===== config.mk =====
export PLATFORM = sky130hd
export DESIGN_NAME = ace_write_arbiter
export DESIGN_NICKNAME = d
export VERILOG_FILES = /design/src/rtl/ace_write_arbiter.sv
export SDC_FILE = /design/constraint.sdc
export NUM_CORES = 1
export LEC_CHECK = 0
export ABC_AREA = 1
export CORE_AREA = 5 5 211 213
export CTS_CLUSTER_DIAMETER = 150
export CTS_CLUSTER_SIZE = 24
export DETAILED_ROUTE_END_ITERATION = 10
export DIE_AREA = 0 0 216 218
export HOLD_SLACK_MARGIN = 0.05
export PLACE_DENSITY_LB_ADDON = 0.05
export RECOVER_POWER = 50
export SLEW_MARGIN = 10
export SYNTH_ARGS = -nofsm -noshare
export SYNTH_HDL_FRONTEND = slang
export SYNTH_SLANG_ARGS = --single-unit

===== constraint.sdc =====
create_clock -name clk -period 2.8 [get_ports clk]
set_clock_uncertainty 0.2 [all_clocks]
set_input_delay 0.84 -clock clk [delete_from_list [all_inputs] [get_ports clk]]
set_output_delay 0.84 -clock clk [all_outputs]
set_load 0.02 [all_outputs]

===== src/rtl/ace_write_arbiter.sv =====
// ace_write_arbiter: round-robin owner of the shared AW+W write path.
// One owner holds the path for one AW beat plus BEATS W beats.
// Ports:
//   s_aw*/s_w*  per-CPU write-back/evict requests (flat, port p at slot p)
//   m_aw*/m_w*  single downstream AXI/ACE AW and W channels
//   grant       one-hot current owner, 0 when idle
//   err         sticky flag: requester WLAST disagreed with generated WLAST
module ace_write_arbiter #(
  parameter int N_PORTS   = 4,
  parameter int PORT_W    = 2,
  parameter int MSHR_ID_W = 1,
  parameter int ADDR_W    = 32,
  parameter int DATA_W    = 64,
  parameter int BEATS     = 2
) (
  input  logic                           clk,
  input  logic                           rst_n,
  input  logic [N_PORTS-1:0]             s_awvalid,
  output logic [N_PORTS-1:0]             s_awready,
  input  logic [N_PORTS*MSHR_ID_W-1:0]   s_awid,
  input  logic [N_PORTS*ADDR_W-1:0]      s_awaddr,
  input  logic [N_PORTS*3-1:0]           s_awsnoop,
  input  logic [N_PORTS-1:0]             s_wvalid,
  output logic [N_PORTS-1:0]             s_wready,
  input  logic [N_PORTS*DATA_W-1:0]      s_wdata,
  input  logic [N_PORTS-1:0]             s_wlast,
  output logic                           m_awvalid,
  input  logic                           m_awready,
  output logic [MSHR_ID_W+PORT_W-1:0]    m_awid,
  output logic [ADDR_W-1:0]              m_awaddr,
  output logic [2:0]                     m_awsnoop,
  output logic [7:0]                     m_awlen,
  output logic [2:0]                     m_awsize,
  output logic [1:0]                     m_awburst,
  output logic                           m_wvalid,
  input  logic                           m_wready,
  output logic [DATA_W-1:0]              m_wdata,
  output logic                           m_wlast,
  output logic [N_PORTS-1:0]             grant,
  output logic                           err
);

  localparam int CNT_W = (BEATS > 1) ? $clog2(BEATS) : 1;
  localparam logic [CNT_W-1:0] LAST_BEAT = CNT_W'(BEATS - 1);
  localparam logic [PORT_W-1:0] TOP_PORT = PORT_W'(N_PORTS - 1);

  typedef enum logic [1:0] {
    IDLE,
    AW,
    W
  } state_t;

  state_t            state_q, state_d;
  logic [PORT_W-1:0] sel_q, sel_d;
  logic [PORT_W-1:0] rr_q, rr_d;
  logic [CNT_W-1:0]  beat_q, beat_d;
  logic              err_q, err_d;

  logic [PORT_W-1:0] win;
  logic [PORT_W-1:0] idx;
  logic              found;
  logic              last;

  logic [MSHR_ID_W-1:0] id_a    [N_PORTS];
  logic [ADDR_W-1:0]    addr_a  [N_PORTS];
  logic [2:0]           snoop_a [N_PORTS];
  logic [DATA_W-1:0]    data_a  [N_PORTS];

  for (genvar p = 0; p < N_PORTS; p++) begin : g_unpack
    assign id_a[p]    = s_awid[p*MSHR_ID_W +: MSHR_ID_W];
    assign addr_a[p]  = s_awaddr[p*ADDR_W +: ADDR_W];
    assign snoop_a[p] = s_awsnoop[p*3 +: 3];
    assign data_a[p]  = s_wdata[p*DATA_W +: DATA_W];
  end

  // Scan rr_q, rr_q+1, ... and keep the first requester seen.
  always_comb begin
    win   = '0;
    idx   = '0;
    found = 1'b0;
    for (int i = 0; i < N_PORTS; i++) begin
      idx = PORT_W'((int'(rr_q) + i) % N_PORTS);
      if (!found && s_awvalid[idx]) begin
        found = 1'b1;
        win   = idx;
      end
    end
  end

  // Payload follows the frozen owner, so it cannot move under m_awvalid.
  assign m_awid    = {id_a[sel_q], sel_q};
  assign m_awaddr  = addr_a[sel_q];
  assign m_awsnoop = snoop_a[sel_q];
  assign m_wdata   = data_a[sel_q];
  assign m_awlen   = 8'(BEATS - 1);
  assign m_awsize  = 3'($clog2(DATA_W / 8));
  assign m_awburst = 2'b01;
  assign err       = err_q;
  assign last      = (beat_q == LAST_BEAT);

  always_comb begin
    state_d   = state_q;
    sel_d     = sel_q;
    rr_d      = rr_q;
    beat_d    = beat_q;
    err_d     = err_q;
    m_awvalid = 1'b0;
    m_wvalid  = 1'b0;
    m_wlast   = 1'b0;
    s_awready = '0;
    s_wready  = '0;
    grant     = '0;
    unique case (state_q)
      IDLE: begin
        if (|s_awvalid) begin
          sel_d   = win;
          state_d = AW;
        end
      end
      AW: begin
        m_awvalid        = 1'b1;
        grant[sel_q]     = 1'b1;
        s_awready[sel_q] = m_awready;
        if (m_awready) begin
          beat_d  = '0;
          rr_d    = (sel_q == TOP_PORT) ? '0 : sel_q + 1'b1;
          state_d = W;
        end
      end
      W: begin
        grant[sel_q]    = 1'b1;
        m_wvalid        = s_wvalid[sel_q];
        s_wready[sel_q] = m_wready;
        m_wlast         = last;
        if (s_wvalid[sel_q] && m_wready) begin
          // Burst length comes from beat_q only; s_wlast is just audited.
          if (s_wlast[sel_q] != last) err_d = 1'b1;
          if (last) state_d = IDLE;
          else      beat_d  = beat_q + 1'b1;
        end
      end
      default: state_d = IDLE;
    endcase
  end

  always_ff @(posedge clk or negedge rst_n) begin
    if (!rst_n) begin
      state_q <= IDLE;
      sel_q   <= '0;
      rr_q    <= '0;
      beat_q  <= '0;
      err_q   <= 1'b0;
    end else begin
      state_q <= state_d;
      sel_q   <= sel_d;
      rr_q    <= rr_d;
      beat_q  <= beat_d;
      err_q   <= err_d;
    end
  end

endmodule

# Word-level counts from Yosys, hierarchy flattened
# Index checks and enable logic that the tools add are counted.
# totals
wordCells,94
register_bits,8
output_inout_bits,131
# classes
order_cmp,7
n_eq_ne,8
bitwise_logic,3
n_reduce_logical,17
addsub,5
n_mux,49
# op_table
operator,n
64-bit binary-select mux with 2-bit select,1
64-bit two-way mux,2
32-bit binary-select mux with 2-bit select,1
32-bit two-way mux,2
1-bit two-way mux,18
2-bit two-way mux,9
"2-bit by 3-bit < comparator with 1-bit output, second input constant",5
1-bit binary-select mux with 2-bit select,7
4-bit two-way mux,3
4-bit AND,2
"2-bit != test, second input constant",4
3-bit binary-select mux with 2-bit select,1
3-bit two-way mux,2
2-bit one-hot mux with 3 select lines,1
3-bit AND reduction,2
1-bit logical AND,5
"2-bit by 1-bit adder with 2-bit output, second input constant",2
"2-bit adder, second input constant",2
"2-bit == test, second input constant",2
2-bit AND reduction,2
4-bit AND reduction,1
4-bit OR reduction,1
"3-bit greater-or-equal comparator, second input constant",1
1-bit zero test,3
10 further kinds,10

# Longest topological paths before layout
# Gate-level depths: netlist of the first run.
# depth
word_depth,12
mapped_depth,11
ltp_nobuf,11

# Worst setup path after synthesis of the first run
# No wires, ideal clock.
# synth_path
path_kind,register to output
from,register sel_q[0]
to,output port s_awready[2]
path_stages_with_launch,9
arrival_time_ns,1.597
setup_slack_ns,0.163
t_required_ns,1.760
n_path_buf,4
path_cell_list,dfrtp_1 -> buf_6 -> buf_6 -> inv_8 -> buf_8 -> buf_6 -> ha_1 -> inv_1 -> nor2_1
# synth_between
elab_chain_cells,6
word_cells_on_any_way,7
classes_between,order compare: 2; mux: 3; bitwise: 1; reduce/logical: 1
# synth_lines
element,line,rtl
"start, declared",54,"logic [PORT_W-1:0] sel_q, sel_d;"
"start signal, assigned",155,sel_q <= sel_d;
2-bit by 3-bit < comparator with 1-bit output (not written as such) or 2-bit by 1-bit greater-or-equal comparator with 1-bit output (tied branches),123,s_awready[sel_q] = m_awready;
1-bit logical AND (not written as such),123,
1-bit two-way mux (not written as such),123,
1-bit demux with 2-bit select *,123,
4-bit AND (no source line) *,n/a,
4-bit two-way mux *,113,unique case (state_q)
"end, declared",19,"output logic [N_PORTS-1:0] s_awready,"
# Mark *: on every way between the ends. The rest lies on a longest branch, timed or not.

# Worst setup path in the final report of the first run
# layout_path
from,input port s_wdata[150]
to,output port m_wdata[22]
# layout_between
elab_chain_cells,3
# layout_lines
element,line,rtl
"start, declared",25,"input logic [N_PORTS*DATA_W-1:0] s_wdata,"
64-bit binary-select mux with 2-bit select,94,assign m_wdata = data_a[sel_q];
64-bit two-way mux (not written as such) (2 in a row),94,
"end, declared",37,"output logic [DATA_W-1:0] m_wdata,"
# No other way between the ends. The select of a mux whose other input is x is not followed.

==> results of run 1 <==
## kinds of logic (layout without fill, tap and decap cells)
group           count (synthesis)  count (layout)  synth area share (%)
simple gates                  303             303                  31.8
fa+ha+maj                       7               7                  2.29
other cells                     2              21                 0.196
flops                           8               8                  5.24
buf+inv                       109             661                  16.5
compound gates                308             308                  44.0
## worst max-delay path by stage
stage | slack (ns) | from | to
after CTS | -0.05 | s_wdata[138] | m_wdata[10]
after detailed placement | -0.75 | s_awaddr[29] | m_awaddr[29]
final | 0.009 | s_wdata[150] | m_wdata[22]
after global placement | -0.78 | s_awaddr[29] | m_awaddr[29]
after floorplan | 0.16 | sel_q[0] | s_awready[2]
after global routing | -0.05 | sel_q[0] | m_awaddr[30]
## critical path, stage by stage
cell             delay, ns
clkdlybuf4s50_1       0.47
o21ai_1               0.07
o22ai_1               0.19
buf_4                 0.18
## state kept, by name (all words and copies together) (netlist names)
name and count:
rr_q 2, sel_q 2, state_q 2, beat_q 1, err 1
## what timing repair did
| item | in CTS | in global routing |
|---|---|---|
| hold buffers | 0 | 0 |
| endpoints found under the setup margin | 99 | 100 |
| gates resized for setup | 400 | 133 |
| buffers inserted | 9 | 7 |
| pin swaps | 21 | 38 |
| gates cloned | 6 | 7 |
## metal layers
metal	global-route usage (%)	routed length, um	share of wire [%]	up-vias
met3	4.62	3020	7.2	48
met1	18.2	16100	39	3395
met2	30.3	21900	52	284
met4	2.37	602	1.4	16
met5	0	98	0.23	-
li1	-	-	-	3679
## stage by stage
stage / instances / hold WS, ns / total power [uW] / utilization [%] / setup WS [ns]
final: 1854 / 0.280 / 11400 / 25.3 / 0.00923
after global routing: 1853 / 0.317 / 12300 / 25.3 / -0.0533
after CTS: 1832 / 0.286 / 10900 / 24.2 / -0.0451
after detailed placement: 1815 / 0.265 / 10400 / 23.9 / -0.751
after global placement: 1815 / 0.271 / 10500 / 23.9 / -0.778
after floorplan: 748 / 0.289 / 5240 / - / 0.163
## Yosys cell counts
cell type  number
nand3b_4        1
a21oi_1         1
nor2_1        216
nand3_1        10
a21oi_2         1
o21ai_0       132
conb_1          2
nand3_2         4
buf_6          12
o31ai_2         1
nor2_2          2
a31o_2          1
ha_1            7
inv_8           1
inv_2           4
inv_1          23
nand2_2         7
clkbuf_1       31
nand4_1         1
buf_8           1
buf_2          11
o22ai_1       100
a31oi_1         1
dfrtp_1         8
nand2_1        62
buf_4          26
o21ai_1        71
## area by class of cell
cell class                      instances  area (um2)
Multi-Input combinational cell        631        3180
Sequential cell                         8         208
Timing Repair inverter                  1        20.0
Fill cell                            4795       31800
Antenna cell                            8        20.0
Timing Repair Buffer                  628        6430
Inverter                               28         125
Tap cell                              546         683
Clock buffer                            4        78.8
## power breakdown
group	switching, uW	internal [uW]
registers	88.9	185
logic	5880	4970
clock network	58.9	190
total	6030	5350
==> flow_summary.ini, run 1 <==
[critical_path]
r2r_cells = 12
path_class = in2out
reg2reg_from = sel_q[0]
worstSetupStartpointType = input pin
crit_fanout = 1
r2r_end = state_q[0]
worstPathArrival_ns = 1.75
endpoint_kind = primary output
ff2ff_setup_slack_ns = 0.82
required_ns = 1.76

[place]
placed_area_um2 = 10200
io_buffers = 533
place_congestion = 0.826
dp_hpwl_mm = 33.6

[min_path]
min_to = err
min_from = err
hold_class = reg2reg
min_path_cells = 1

[sta]
slew_violations = 0
tns_ns = 0
max_freq_mhz = 358
setup_viol = 0
fin_crit_sh_pct = 99.7
rsz0062_at_grt = yes
hold_viol = 0
finalCriticalPeriod_ns = 2.79

[finish]
layout.cells.most_common = clkdlybuf4s50_1
finalInstanceArea_um2 = 10700
mostFrequentLayoutCells = 382 x clkdlybuf4s50_1, 212 x nor2_1, 116 x buf_4
area_growth_pct = 181
fin_nets = 1724
drive_above_1_share_pct = 20.0

[clock_tree]
h-tree-depth = 1
cts_buffers = 3
clock_sinks = 8
root_buffer = clkbuf_16
cts_tree = built
clk_latency_ns = 0.23
clk_pin_slew_ns = 0.04
clk_path_buf_depth = 2

[route]
dr_total_vias = 7422
dr.pass1.iters = 4
drt_iter0_markers = 306
drc = 0
wl_per_cell_um = 22.5
routed_via_density = 4.00
drtAntennaViolNets = 0
routed_wl_mm = 41.7

[run_status]
outcome = finished, final reports clean

[grt]
grt_pass1_vias = 7500
grt_max_degree = 38
antenna_found_initial = 18
grt_first_pass_wirelength_mm = 56.1
grt_overflow = 0
grt.total_usage_pct = 16.0

[die]
dieArea_um2 = 47100
num_rows = 76
core_area_um2 = 42500
ioPinCount = 547
die_w_um = 216
initial_utilization_pct = 9.00
die_y_um = 218

[synthesis]
ys_types = 27
syn_inst = 737
synth_area_um2 = 3820
syn_area_per_cell_um2 = 5.19
synth_seq_cells = 8
synth_top_area_share_pct = 21.2
synthTopCellsByArea = nor2_1 21%, o21ai_0 17%, o22ai_1 16%
yosys_warnings = 0
yosysSeqAreaShare_pct = 5.24
yosysTopAreaCell = nor2_1

[pwr]
powerDensity_nw_per_um2 = 1060
power.leakage_uw = 0.00457
ir_drop_uv = 293

[flow_run]
maxCapViolCount = 0
No activity file was read; power rests on OpenSTA's default activity.
==> run 2: changes to the inputs <==
--- a/config.mk
+++ b/config.mk
@@ -14,6 +14,7 @@
 export HOLD_SLACK_MARGIN = 0.05
 export PLACE_DENSITY_LB_ADDON = 0.05
 export RECOVER_POWER = 50
+export SKIP_CTS_REPAIR_TIMING = 1
 export SLEW_MARGIN = 10
 export SYNTH_ARGS = -nofsm -noshare
 export SYNTH_HDL_FRONTEND = slang
==> run 2 against run 1 <==
The run now ends with setup timing left. Register-to-register slack got worse by 0.10 ns. Clock power about the same. Combinational power decreased by 5%. Sequential share of layout area about the same. Cell area decreased by 0.80%. Sequential cell count unchanged.
==> flow_summary.ini, run 2 (synthesized netlist as in run 1, its figures left out) <==
[route]
top_layer = met5
routedLengthMet1_mm = 15.5
drt_iter0_markers = 302
dr_total_vias = 7390
drtAntennaViolNets = 0
wl_met2_mm = 21.4
wl_per_cell_um = 21.9
dr.pass1.iters = 4
routed_via_density = 3.98
drc = 0
routed_wl_mm = 40.6
wl_met3_mm = 3.00

[clock_tree]
root_buffer = clkbuf_16
clk_latency_ns = 0.23
clk_path_buf_depth = 2
clk_pin_slew_ns = 0.04
cts_tree = built
h-tree-depth = 1
clock_sinks = 8
cts_buffers = 3

[critical_path]
cp_top_family = buffers and inverters
cp_cell_sequence = clkdlybuf4s50_1 -> nor2_4 -> buf_4 -> o22ai_1 -> buf_4
crit_top_cell = buf_4
r2r_cells = 12
reg2reg_from = sel_q[0]
cpMaxStageDelayCell = clkdlybuf4s50_1
worstSetupStartpointType = input pin
cpPeakStageDelay_ns = 0.55
endpoint_kind = primary output
worst-path-buf-inv = 3
crit_fanout = 1
worstPathArrival_ns = 1.89
required_ns = 1.76
ff2ff_setup_slack_ns = 0.72
r2r_end = state_q[0]
path_class = in2out

[min_path]
min_from = err
min_to = err
min_path_cells = 1
hold_class = reg2reg

[place]
dp_slack_ns = -0.751
place_congestion = 0.826
dp_hpwl_mm = 33.6
io_buffers = 533

[die]
initial_utilization_pct = 9.00
dieArea_um2 = 47100
num_rows = 76
die_w_um = 216
ioPinCount = 547
core_area_um2 = 42500
die_y_um = 218

[sta]
worst_slack_ns = -0.127
fin_crit_sh_pct = 105
hold_viol = 0
slew_violations = 0
setup_viol = 1
max_freq_mhz = 342
hold_ws_ns = 0.280
finalCriticalPeriod_ns = 2.93
rsz0062_at_grt = yes

[run_status]
outcome = complete, but fails checks
failed_checks = setup timing

[finish]
area_growth_pct = 179
mostFrequentLayoutCells = 372 x clkdlybuf4s50_1, 208 x nor2_1, 119 x buf_4
reg_top3 = rr_q x2, sel_q x2, state_q x2
drive_above_1_share_pct = 21.0
fin_nets = 1721
layout.cells.most_common = clkdlybuf4s50_1

[grt]
grt_pass1_vias = 7343
grt_max_degree = 38
grt.total_usage_pct = 15.3
antenna_found_initial = 21
grt_overflow = 0
grt_first_pass_wirelength_mm = 54.0

[pwr]
ir_drop_uv = 315
design_power_total_uw = 11000
power.leakage_uw = 0.00466
powerDensity_nw_per_um2 = 1030

[flow_run]
maxCapViolCount = 0
==> run 2: changes by cell type in the layout (fill, tap and decap cells not counted), moves of 9 or more <==
cell / previous run / this run
o21ai_2: 11 / 25
dlygate4sd2_1: 14 / 0
o21ai_1: 108 / 96
dlymetal6s2s_1: 19 / 42
buf_2: 25 / 16
clkdlybuf4s50_1: 382 / 372
==> run 2: cell type report <==
type                    count  area, um2
inverters                  28        110
diodes                     12       30.0
clock buffers               4       78.8
fillers                  4806      31900
flip-flops and latches      8        208
well taps                 546        683
repair buffers            626       6300
multi-input cells         631       3240
==> run 2: worst max-delay path by stage <==
stage	from	end	slack (ns)	cells after the start
global placement	s_awaddr[29]	m_awaddr[29]	-0.78	5
detailed placement	s_awaddr[29]	m_awaddr[29]	-0.75	5
floorplan	sel_q[0]	s_awready[2]	0.16	8
CTS	s_awaddr[29]	m_awaddr[29]	-0.75	5
global route	s_awaddr[29]	m_awaddr[29]	-0.16	5
finish	s_awaddr[29]	m_awaddr[29]	-0.13	5
==> run 2: per-stage QoR <==
step / util (%) / instances / cell area (um2) / setup TNS (ns)
2_1_floorplan: - / 748 / 3860 / 0
3_3_place_gp: 23.9 / 1815 / 10200 / -33.38
3_5_place_dp: 23.9 / 1815 / 10200 / -33.33
4_1_cts: 24.1 / 1819 / 10200 / -35.73
5_1_grt: 25.1 / 1853 / 10600 / -1.19
6_report: 25.1 / 1855 / 10700 / -0.127
==> run 2: power by group <==
group          leakage, uW  internal [uW]  switching [uW]  total, uW
clock            0.0000382            190            58.9        249
sequential       0.0000921            185            88.9        274
combinational      0.00452           4670            5770      10400
total              0.00466           5050            5920      11000
==> run 2: routing by layer <==
metal	GRT usage, %	vias to the layer above
met5	0	-
met4	2.82	14
met3	4.79	46
met2	28.9	291
met1	17.1	3372
li1	-	3667
==> run 3: changes to the inputs <==
--- a/config.mk
+++ b/config.mk
@@ -6,6 +6,8 @@
 export NUM_CORES = 1
 export LEC_CHECK = 0
 export ABC_AREA = 1
+export CELL_PAD_IN_SITES_DETAIL_PLACEMENT = 1
+export CELL_PAD_IN_SITES_GLOBAL_PLACEMENT = 1
 export CORE_AREA = 5 5 211 213
 export CTS_CLUSTER_DIAMETER = 150
 export CTS_CLUSTER_SIZE = 24
==> run 3 against run 2 <==
The run still ends with setup timing left. Hold slack got worse by 0.0019 ns. Count of clock-buffer cells in the layout decreased by 1. Combinational power increased by 6%. Worst setup slack improved by 0.032 ns. Sequential share of layout area decreased by 0.050 points. Power increased by 5.4%. Non-clock buffer count increased by 12. Clock power decreased by 3%. Utilization increased by 0.67 points. Die area unchanged. Critical path type unchanged.
==> flow_summary.ini, run 3 (synthesized netlist as in run 1, its figures left out) <==
[run_status]
outcome = complete, but fails checks
failed_checks = setup timing

[die]
die_w_um = 216
ioPinCount = 547
initial_utilization_pct = 9.00
num_rows = 76
die_y_um = 218
dieArea_um2 = 47100
core_area_um2 = 42500

[route]
dr.pass1.iters = 4
drc = 0
routed_via_density = 4.07
routed_wl_mm = 45.3
drt_iter0_markers = 239
dr_total_vias = 7573
wl_per_cell_um = 24.4
drtAntennaViolNets = 0

[critical_path]
endpoint_kind = primary output
ff2ff_setup_slack_ns = 0.71
crit_fanout = 1
r2r_cells = 12
crit_top_cell = buf_4
worstPathArrival_ns = 1.85
path_class = in2out
r2r_end = state_q[0]
cp_cell_sequence = clkdlybuf4s50_1 -> o21ai_1 -> o22ai_1 -> buf_4 -> buf_4
reg2reg_from = sel_q[0]
required_ns = 1.76
cpPeakStageDelay_ns = 0.46
worstSetupStartpointType = input pin
cpMaxStageDelayCell = clkdlybuf4s50_1

[grt]
grt_overflow = 0
grt_first_pass_wirelength_mm = 60.3
grt_max_degree = 47
antenna_found_initial = 7
grt.total_usage_pct = 17.2
grt_pass1_vias = 7725

[place]
place_congestion = 0.808
dp_cells = 1824
placed_area_um2 = 10300
dp_slack_ns = -0.702
io_buffers = 533
dp_hpwl_mm = 37.8

[finish]
final_core_util_pct = 25.7
mostFrequentLayoutCells = 374 x clkdlybuf4s50_1, 207 x nor2_1, 138 x buf_4
finalInstanceArea_um2 = 10900
layout.cells.most_common = clkdlybuf4s50_1
reg_top3 = rr_q x2, sel_q x2, state_q x2
instances_no_fill = 1859
fin_nets = 1733
drive_above_1_share_pct = 21.9
area_growth_pct = 186

[sta]
worst_slack_ns = -0.0946
max_freq_mhz = 345
slew_violations = 0
tns_ns = -0.230
rsz0062_at_grt = yes
setup_viol = 5
fin_crit_sh_pct = 103
hold_viol = 0
finalCriticalPeriod_ns = 2.89

[clock_tree]
clk_latency_ns = 0.23
clk_pin_slew_ns = 0.04
h-tree-depth = 1
clk_path_buf_depth = 2
root_buffer = clkbuf_16
cts_buffers = 3
cts_tree = built
clock_sinks = 8

[pwr]
power.leakage_uw = 0.00485
ir_drop_uv = 286
powerDensity_nw_per_um2 = 1060

[min_path]
min_from = err
min_to = err
hold_class = reg2reg
min_path_cells = 1

[flow_run]
maxCapViolCount = 0
run 3: cell count changes in the layout (fill, tap and decap cells not counted), moves of 6 or more:
cell      previous run  this run
o21ai_2             25        19
o21ai_0             81        61
buf_4              119       138
diode_2             12         5
clkbuf_1             8         1
clkbuf_2            15         9
buf_12              23        35
o21ai_1             96       122
o22ai_1             90        84
buf_2               16        10
o22ai_2              8        15
run 3: per-stage QoR:
stage	total power, uW	hold WS (ns)
global placement	10800	0.269
global route	12400	0.288
detailed placement	10700	0.276
floorplan	5240	0.289
finish	11600	0.278
CTS	11000	0.285
run 3: power breakdown:
group | total, uW | switching [uW] | internal [uW]
sequential | 280 | 95.2 | 185
combinational | 11000 | 6000 | 5040
clock | 241 | 57.2 | 184
total | 11600 | 6160 | 5410
run 3: area by class of cell:
class | count | area, um2
Antenna cell | 5 | 12.5
Clock buffer | 3 | 75.1
Fill cell | 5133 | 31600
Inverter | 28 | 123
Multi-Input combinational cell | 631 | 3250
Sequential cell | 8 | 208
Tap cell | 546 | 683
Timing Repair Buffer | 638 | 6590
run 3: worst max-delay path by stage:
stage / startpoint / to / slack (ns)
3_5_place_dp: s_wdata[119] / m_wdata[55] / -0.70
2_1_floorplan: sel_q[0] / s_awready[2] / 0.16
3_3_place_gp: s_wdata[119] / m_wdata[55] / -0.80
4_1_cts: s_wdata[119] / m_wdata[55] / -0.72
6_report: s_wdata[183] / m_wdata[55] / -0.09
5_1_grt: s_wdata[183] / m_wdata[55] / -0.12
run 3: routing by layer:
metal,wire (um),vias to the layer above,GRT usage (%)
li1,-,3692,-
met1,18700,3624,20.6
met2,24100,233,33.0
met3,2430,14,3.62
met4,65,10,0.615
met5,63,-,0
run 3: worst max-delay path: cells and delay by family:
family	cells	cell delay [ns]
AO/OA/AOI/OAI	2	0.26
buffers and inverters	3	0.75
